### config.mk
export PLATFORM = sky130hd
export DESIGN_NAME = mmio_uart
export DESIGN_NICKNAME = d
export VERILOG_FILES = /design/src/rtl/mmio_uart.sv
export SDC_FILE = /design/constraint.sdc
export NUM_CORES = 1
export LEC_CHECK = 0
export ABC_AREA = 0
export CORE_UTILIZATION = 61
export CTS_CLUSTER_SIZE = 28
export DETAILED_ROUTE_END_ITERATION = 16
export PLACE_DENSITY = 0.86
export SLEW_MARGIN = 20
export SYNTH_ARGS = -nofsm -noshare
export SYNTH_HDL_FRONTEND = slang
export SYNTH_SLANG_ARGS = --single-unit
### constraint.sdc
create_clock -name clk -period 3.3 [get_ports clk]
set_input_delay 0.66 -clock clk [delete_from_list [all_inputs] [get_ports clk]]
set_output_delay 0.66 -clock clk [all_outputs]
set_load 0.01 [all_outputs]
### src/rtl/mmio_uart.sv
// Memory-mapped UART with TX/RX FIFOs, a programmable baud divisor, sticky
// error flags and a level interrupt. Frames are 1 start bit, DATA_BITS data
// bits sent LSB first, no parity and 1 stop bit.
//
// Ports:
//   clk, rst_n        system clock, asynchronous active-low reset
//   addr, din         bus address and write data
//   we, re            single-cycle write/read strobes
//   dout, sel         registered read data and window hit (1 cycle after access)
//   irq               registered level interrupt
//   rx_serial         asynchronous serial input (idle high)
//   tx_serial         serial output (idle high)
//
// Register window (offset from BASE_ADDR):
//   +0 DATA    write pushes TX FIFO, read pops RX FIFO
//   +1 STATUS  {tx_busy, frame_err, overrun, rx_full, rx_avail, tx_empty, tx_full},
//              bits 4/5 are write-1-to-clear
//   +2 DIV     baud divisor in clk cycles per bit (minimum 4)
//   +3 IRQ_EN  {error, tx_empty, rx_avail}
module mmio_uart #(
  parameter logic [15:0] BASE_ADDR  = 16'hF070,
  parameter int unsigned BAUD_DIV   = 434,
  parameter int unsigned FIFO_DEPTH = 8,
  parameter int unsigned DATA_BITS  = 8
) (
  input  logic        clk,
  input  logic        rst_n,
  input  logic [15:0] addr,
  input  logic [15:0] din,
  input  logic        we,
  input  logic        re,
  output logic [15:0] dout,
  output logic        sel,
  output logic        irq,
  input  logic        rx_serial,
  output logic        tx_serial
);

  localparam int unsigned AW = $clog2(FIFO_DEPTH);
  localparam int unsigned BW = $clog2(DATA_BITS);
  localparam logic [BW-1:0] LastBit = BW'(DATA_BITS - 1);

  typedef enum logic [1:0] {StIdle, StStart, StData, StStop} uart_st_e;

  // Bus decode
  logic [15:0] offset;
  logic        in_win, wr_data, wr_stat, wr_div, wr_en, rd_data;
  assign offset  = addr - BASE_ADDR;
  assign in_win  = (offset[15:2] == 14'd0);
  assign wr_data = we & in_win & (offset[1:0] == 2'd0);
  assign wr_stat = we & in_win & (offset[1:0] == 2'd1);
  assign wr_div  = we & in_win & (offset[1:0] == 2'd2);
  assign wr_en   = we & in_win & (offset[1:0] == 2'd3);
  assign rd_data = re & in_win & (offset[1:0] == 2'd0);

  logic [15:0] div_q, rdata;
  logic [2:0]  irq_en_q;
  logic        overrun_q, frame_err_q, overrun_set, frame_set;
  logic [15:0] dout_q;
  logic        sel_q, irq_q;

  // FIFOs: pointers carry a wrap bit so full and empty are distinguishable
  logic [DATA_BITS-1:0] tx_mem [FIFO_DEPTH];
  logic [DATA_BITS-1:0] rx_mem [FIFO_DEPTH];
  logic [AW:0]          tx_wp_q, tx_rp_q, rx_wp_q, rx_rp_q;
  logic                 tx_empty, tx_full, rx_empty, rx_full;
  logic                 tx_push, tx_pop, rx_push, rx_push_req, rx_pop;

  assign tx_empty = (tx_wp_q == tx_rp_q);
  assign tx_full  = (tx_wp_q[AW] != tx_rp_q[AW]) && (tx_wp_q[AW-1:0] == tx_rp_q[AW-1:0]);
  assign rx_empty = (rx_wp_q == rx_rp_q);
  assign rx_full  = (rx_wp_q[AW] != rx_rp_q[AW]) && (rx_wp_q[AW-1:0] == rx_rp_q[AW-1:0]);

  assign tx_push = wr_data & ~tx_full;
  assign rx_pop  = rd_data & ~rx_empty;
  // A pop in the same cycle frees a slot, so a full RX FIFO still accepts
  assign rx_push     = rx_push_req & (~rx_full | rx_pop);
  assign overrun_set = rx_push_req & rx_full & ~rx_pop;

  always_ff @(posedge clk) begin
    if (tx_push) tx_mem[tx_wp_q[AW-1:0]] <= din[DATA_BITS-1:0];
  end

  // TX FSM state
  uart_st_e             tx_state_q, tx_state_d;
  logic [15:0]          tx_cnt_q, tx_cnt_d, tx_div_q, tx_div_d;
  logic [BW-1:0]        tx_bit_q, tx_bit_d;
  logic [DATA_BITS-1:0] tx_sh_q, tx_sh_d;
  logic                 tx_busy;

  // RX FSM state
  uart_st_e             rx_state_q, rx_state_d;
  logic [15:0]          rx_cnt_q, rx_cnt_d, rx_div_q, rx_div_d;
  logic [BW-1:0]        rx_bit_q, rx_bit_d;
  logic [DATA_BITS-1:0] rx_sh_q, rx_sh_d;
  logic                 rx_hold_q, rx_hold_d;
  logic                 rx_s1_q, rx_s2_q, rx_prev_q;

  always_ff @(posedge clk) begin
    if (rx_push) rx_mem[rx_wp_q[AW-1:0]] <= rx_sh_q;
  end

  always_ff @(posedge clk or negedge rst_n) begin
    if (!rst_n) begin
      tx_wp_q <= '0;
      tx_rp_q <= '0;
      rx_wp_q <= '0;
      rx_rp_q <= '0;
    end else begin
      if (tx_push) tx_wp_q <= tx_wp_q + 1'b1;
      if (tx_pop)  tx_rp_q <= tx_rp_q + 1'b1;
      if (rx_push) rx_wp_q <= rx_wp_q + 1'b1;
      if (rx_pop)  rx_rp_q <= rx_rp_q + 1'b1;
    end
  end

  // Register file and bus outputs
  always_comb begin
    rdata = '0;
    unique case (offset[1:0])
      2'd0: if (!rx_empty) rdata[DATA_BITS-1:0] = rx_mem[rx_rp_q[AW-1:0]];
      2'd1: rdata[6:0] = {tx_busy, frame_err_q, overrun_q, rx_full, ~rx_empty, tx_empty, tx_full};
      2'd2: rdata = div_q;
      2'd3: rdata[2:0] = irq_en_q;
    endcase
  end

  always_ff @(posedge clk or negedge rst_n) begin
    if (!rst_n) begin
      div_q       <= 16'(BAUD_DIV);
      irq_en_q    <= '0;
      overrun_q   <= 1'b0;
      frame_err_q <= 1'b0;
      dout_q      <= '0;
      sel_q       <= 1'b0;
      irq_q       <= 1'b0;
    end else begin
      if (wr_div) div_q <= (din < 16'd4) ? 16'd4 : din;
      if (wr_en)  irq_en_q <= din[2:0];
      // Hardware set takes priority over a W1C in the same cycle
      overrun_q   <= (overrun_q & ~(wr_stat & din[4])) | overrun_set;
      frame_err_q <= (frame_err_q & ~(wr_stat & din[5])) | frame_set;
      sel_q       <= in_win;
      dout_q      <= (re && in_win) ? rdata : '0;
      irq_q       <= (irq_en_q[0] & ~rx_empty) | (irq_en_q[1] & tx_empty) |
                     (irq_en_q[2] & (overrun_q | frame_err_q));
    end
  end

  assign dout = dout_q;
  assign sel  = sel_q;
  assign irq  = irq_q;

  // TX FSM; each state lasts tx_div_q cycles, divisor latched at frame start
  always_comb begin
    tx_state_d = tx_state_q;
    tx_cnt_d   = tx_cnt_q;
    tx_bit_d   = tx_bit_q;
    tx_sh_d    = tx_sh_q;
    tx_div_d   = tx_div_q;
    tx_pop     = 1'b0;
    unique case (tx_state_q)
      StIdle: tx_pop = ~tx_empty;
      StStart: begin
        if (tx_cnt_q == 16'd0) begin
          tx_cnt_d   = tx_div_q - 16'd1;
          tx_bit_d   = '0;
          tx_state_d = StData;
        end else tx_cnt_d = tx_cnt_q - 16'd1;
      end
      StData: begin
        if (tx_cnt_q == 16'd0) begin
          tx_cnt_d = tx_div_q - 16'd1;
          tx_sh_d  = tx_sh_q >> 1;
          if (tx_bit_q == LastBit) tx_state_d = StStop;
          else tx_bit_d = tx_bit_q + 1'b1;
        end else tx_cnt_d = tx_cnt_q - 16'd1;
      end
      StStop: begin
        if (tx_cnt_q == 16'd0) begin
          tx_pop     = ~tx_empty;
          tx_state_d = StIdle;
        end else tx_cnt_d = tx_cnt_q - 16'd1;
      end
      default: tx_state_d = StIdle;
    endcase
    // Frame load is shared by IDLE and the back-to-back STOP exit
    if (tx_pop) begin
      tx_sh_d    = tx_mem[tx_rp_q[AW-1:0]];
      tx_div_d   = div_q;
      tx_cnt_d   = div_q - 16'd1;
      tx_state_d = StStart;
    end
  end

  assign tx_busy   = (tx_state_q != StIdle);
  assign tx_serial = (tx_state_q == StStart) ? 1'b0 :
                     (tx_state_q == StData)  ? tx_sh_q[0] : 1'b1;

  // RX FSM; rx_prev_q is a third stage used only for falling-edge detection
  always_comb begin
    rx_state_d  = rx_state_q;
    rx_cnt_d    = rx_cnt_q;
    rx_bit_d    = rx_bit_q;
    rx_sh_d     = rx_sh_q;
    rx_div_d    = rx_div_q;
    rx_hold_d   = rx_hold_q;
    rx_push_req = 1'b0;
    frame_set   = 1'b0;
    unique case (rx_state_q)
      StIdle: begin
        if (rx_prev_q && !rx_s2_q) begin
          rx_div_d   = div_q;
          rx_cnt_d   = {1'b0, div_q[15:1]} - 16'd1;
          rx_state_d = StStart;
        end
      end
      StStart: begin
        if (rx_cnt_q == 16'd0) begin
          if (rx_s2_q) rx_state_d = StIdle;
          else begin
            rx_cnt_d   = rx_div_q - 16'd1;
            rx_bit_d   = '0;
            rx_state_d = StData;
          end
        end else rx_cnt_d = rx_cnt_q - 16'd1;
      end
      StData: begin
        if (rx_cnt_q == 16'd0) begin
          rx_sh_d  = {rx_s2_q, rx_sh_q[DATA_BITS-1:1]};
          rx_cnt_d = rx_div_q - 16'd1;
          if (rx_bit_q == LastBit) rx_state_d = StStop;
          else rx_bit_d = rx_bit_q + 1'b1;
        end else rx_cnt_d = rx_cnt_q - 16'd1;
      end
      StStop: begin
        if (rx_hold_q) begin
          // After a framing error, wait for the line to return high
          if (rx_s2_q) begin
            rx_hold_d  = 1'b0;
            rx_state_d = StIdle;
          end
        end else if (rx_cnt_q == 16'd0) begin
          if (rx_s2_q) begin
            rx_push_req = 1'b1;
            rx_state_d  = StIdle;
          end else begin
            frame_set = 1'b1;
            rx_hold_d = 1'b1;
          end
        end else rx_cnt_d = rx_cnt_q - 16'd1;
      end
      default: rx_state_d = StIdle;
    endcase
  end

  always_ff @(posedge clk or negedge rst_n) begin
    if (!rst_n) begin
      tx_state_q <= StIdle;
      tx_cnt_q   <= '0;
      tx_div_q   <= 16'(BAUD_DIV);
      tx_bit_q   <= '0;
      tx_sh_q    <= '0;
      rx_state_q <= StIdle;
      rx_cnt_q   <= '0;
      rx_div_q   <= 16'(BAUD_DIV);
      rx_bit_q   <= '0;
      rx_sh_q    <= '0;
      rx_hold_q  <= 1'b0;
      rx_s1_q    <= 1'b1;
      rx_s2_q    <= 1'b1;
      rx_prev_q  <= 1'b1;
    end else begin
      tx_state_q <= tx_state_d;
      tx_cnt_q   <= tx_cnt_d;
      tx_div_q   <= tx_div_d;
      tx_bit_q   <= tx_bit_d;
      tx_sh_q    <= tx_sh_d;
      rx_state_q <= rx_state_d;
      rx_cnt_q   <= rx_cnt_d;
      rx_div_q   <= rx_div_d;
      rx_bit_q   <= rx_bit_d;
      rx_sh_q    <= rx_sh_d;
      rx_hold_q  <= rx_hold_d;
      rx_s1_q    <= rx_serial;
      rx_s2_q    <= rx_s1_q;
      rx_prev_q  <= rx_s2_q;
    end
  end

endmodule

==> results.py, run 1 <==
metrics = {
    "run_status": {
        "status": "finished, final reports clean",
    },
    "clock_tree": {
        "cts_tree": "done",
        "cts_sinks": 277,
        "clock-root-buffer": "clkbuf_16",
        "clockBufferDepth": 3,
        "cts-hold-fix-buffers": 0,
        "htree_levels": 1,
        "cts_buffers": 28,
        "post_cts_resized": 0,
        "clk_pin_slew_ps": 60,
        "post-cts-setup-buffer-count": 0,
        "clock_latency_ps": 560,
    },
    "final_layout": {
        "nets": 1338,
        "antenna_cells": 0,
        "area_delta_synth_final_pct": 14.5,
        "multi_input_area_um2": 6020,
        "drive_above_1_share_pct": 17.4,
        "fill_cells": 1464,
        "regArea_um2": 7590,
    },
    "grt": {
        "grt_use_total_pct": 30.9,
        "grt_start_max_net_pins": 77,
        "grt_overflow_total": 0,
        "grt_pass1_wl_um": 56700,
        "antenna_found_initial": 1,
        "first_global_vias": 10300,
    },
    "die": {
        "die_area_um2": 23600,
        "die_width_um": 154,
        "start_util_pct": 62.1,
        "core_um2": 22600,
        "dieHeight_um": 154,
        "std_cell_rows": 55,
        "io_pins": 56,
    },
    "power": {
        "power_density_nw_per_um2": 733,
        "p_leak_nw": 6.28,
        "total_power_w": 0.0118,
        "ir_worst_vdd_uv": 489,
    },
    "detailed_routing": {
        "drt-total-wl_um": 35700,
        "drc": 0,
        "dr.pass1.iters": 6,
        "avgViaCountPerCell": 6.63,
        "vias": 10500,
        "drtIter0Drc": 1156,
        "antenna_left": 0,
        "wl_per_cell_um": 22.6,
    },
    "logic_synthesis": {
        "yosys.area.top_type": "edfxtp_1",
        "synth_area_leaders": "edfxtp_1 (27%), dfrtp_1 (23%), mux4_2 (5.1%)",
        "synth_fp_nets": 1275,
        "yosysWarnings": 0,
        "synth-async-reset-ratio_pct": 53.8,
        "syn_inst": 1211,
        "synth_edf_count": 128,
        "synthFlopType": "dfrtp_1",
        "synth.avg_cell_area_um2": 11.6,
        "synth_seq_cells": 277,
        "yosysTopAreaCellShare_pct": 27.4,
        "syn_area_um2": 14100,
        "synthDistinctLibCells": 87,
        "synth-seq-area-share_pct": 54.0,
    },
    "placed_design": {
        "gp_congestion": 0.958,
        "dp_hpwl_um": 24000,
        "port_buffers": 55,
        "dp_slack_ps": -56.9,
    },
    "timing": {
        "setup-tns-final_ps": 0,
        "whs_ps": 120,
        "period_minus_slack_ps": 2890,
        "fin_ws_ps": 412,
        "rsz0062_at_grt": "false",
        "setup_viol": 0,
        "tightestPinTransition_ps": 828,
        "finalClockSkew_ps": 20.3,
        "finalMaxSlewViolations": 0,
        "hold_viol": 0,
        "period_share_pct": 87.5,
        "fmax_mhz": 346,
        "slew-limit-headroom_pct": 44.7,
    },
    "min_path": {
        "hold_class": "in -> async",
    },
    "critical_path": {
        "cp_max_fo": 9,
        "crit_required_ps": 3700,
        "cp-end-kind": "flip-flop",
        "cp-start-kind": "flip-flop",
        "worstPathArrival_ps": 3290,
        "critPathKind": "reg -> reg",
    },
    "run": {
        "maxCapViolCount": 0,
    },
}
==> where the power goes <==
part,switching [W],internal [W]
clock,0.00136,0.00216
combinational,0.00235,0.00161
sequential,0.000409,0.00390
==> cell usage in the layout, fill, tap and decap left out, drive strengths merged, types with 43 or more instances in the layout <==
master and instances:
clkdlybuf4s50 54, nand2 140, xnor2 43, dfrtp 131, o21ai 46, edfxtp 128, nor2 84, buf 56
a21oi 45
==> state kept, by name, indices dropped and copies added (netlist names), 2 cells and up, named ones only <==
register    cells
rx_mem         64
tx_mem         64
div_q          16
dout           16
rx_cnt_q       16
rx_div_q       16
tx_cnt_q       16
tx_div_q       16
rx_sh_q         8
tx_sh_q         8
rx_rp_q         4
rx_wp_q         4
tx_rp_q         4
tx_wp_q         4
irq_en_q        3
rx_bit_q        3
tx_bit_q        3
tx_state_q      2
==> worst max-delay path: stages (launching register included) <==
cell	delay (ps)
dfrtp_1	430
inv_1	130
ha_1	260
nor4b_1	350
nand4_2	380
a21oi_1	680
a21oi_1	120
a211oi_1	250
o22ai_1	140
==> cell families (layout without fill, tap and decap cells) <==
kind of cell	Yosys count	in the layout	synth area share, %
mux	85	85	9.26
buf+inv	109	194	3.21
xor+xnor	80	80	4.99
fa+ha+maj	27	27	2.40
compound gates	220	220	10.7
simple gates	413	413	15.4
flops	277	277	54.0
==> layout make-up <==
class | count | share of cell area [%]
sequential | 277 | 47.2
multi-input combinational | 825 | 37.4
clock buffer | 35 | 4.65
clock inverter | 17 | 1.70
inverter | 32 | 0.747
tap | 285 | 2.22
timing repair buffer | 110 | 6.07
==> worst paths after layout <==
path | from | endpoint | slack, ps | cells after the start
max in group asynchronous | rst_n | rx_div_q[7]$_DFFE_PN1P_ | 2260 | 2
worst max-delay path | rx_cnt_q[0]$_DFFE_PN0P_ | rx_cnt_q[14]$_DFFE_PN0P_ | 410 | 8
worst min-delay path | rst_n | tx_cnt_q[14]$_DFFE_PN0P_ | 120 | 1
min in group clk | rx_s1_q$_DFF_PN1_ | rx_s2_q$_DFF_PN1_ | 360 | 0
worst max register to register | rx_cnt_q[0]$_DFFE_PN0P_ | rx_cnt_q[14]$_DFFE_PN0P_ | 410 | 8
worst min register to register | rx_s1_q$_DFF_PN1_ | rx_s2_q$_DFF_PN1_ | 360 | 0
==> metrics by stage <==
stage / util, % / instance area, µm² / instances
global placement: 66.5 / 15100 / 1529
finish: 71.1 / 16100 / 1581
floorplan: - / 14100 / 1211
CTS: 71.1 / 16100 / 1581
detailed placement: 66.5 / 15100 / 1529
global route: 71.1 / 16100 / 1581
==> metal layers <==
metal / vias up / wire length, µm / global-route usage (%)
met2: 568 / 17500 / 50.9
met1: 5191 / 14000 / 41.5
met3: 118 / 3000 / 5.55
met5: - / 8 / 0
li1: 4610 / - / -
met4: 2 / 1210 / 10.6
==> synthesized netlist by cell type, types with 17 or more instances <==
| library cell | number |
|---|---|
| mux2_2 | 40 |
| nor2_1 | 83 |
| nand2_1 | 139 |
| dfrtp_1 | 131 |
| o21ai_0 | 43 |
| mux4_2 | 32 |
| a21oi_1 | 44 |
| buf_2 | 18 |
| xor2_1 | 37 |
| xnor2_1 | 43 |
| nand3_1 | 31 |
| nor3_1 | 38 |
| clkbuf_1 | 52 |
| ha_1 | 27 |
| inv_1 | 31 |
| a22o_1 | 17 |
| edfxtp_1 | 128 |
| a211oi_1 | 20 |
| dfstp_2 | 18 |
(Power assumes the default switching activity.)
==> inputs of run 2 (changes only) <==
- SETUP_SLACK_MARGIN: default -> 0.15
==> results of run 2 <==
No change in the layout: final DEF, timing and power equal those of run 1.
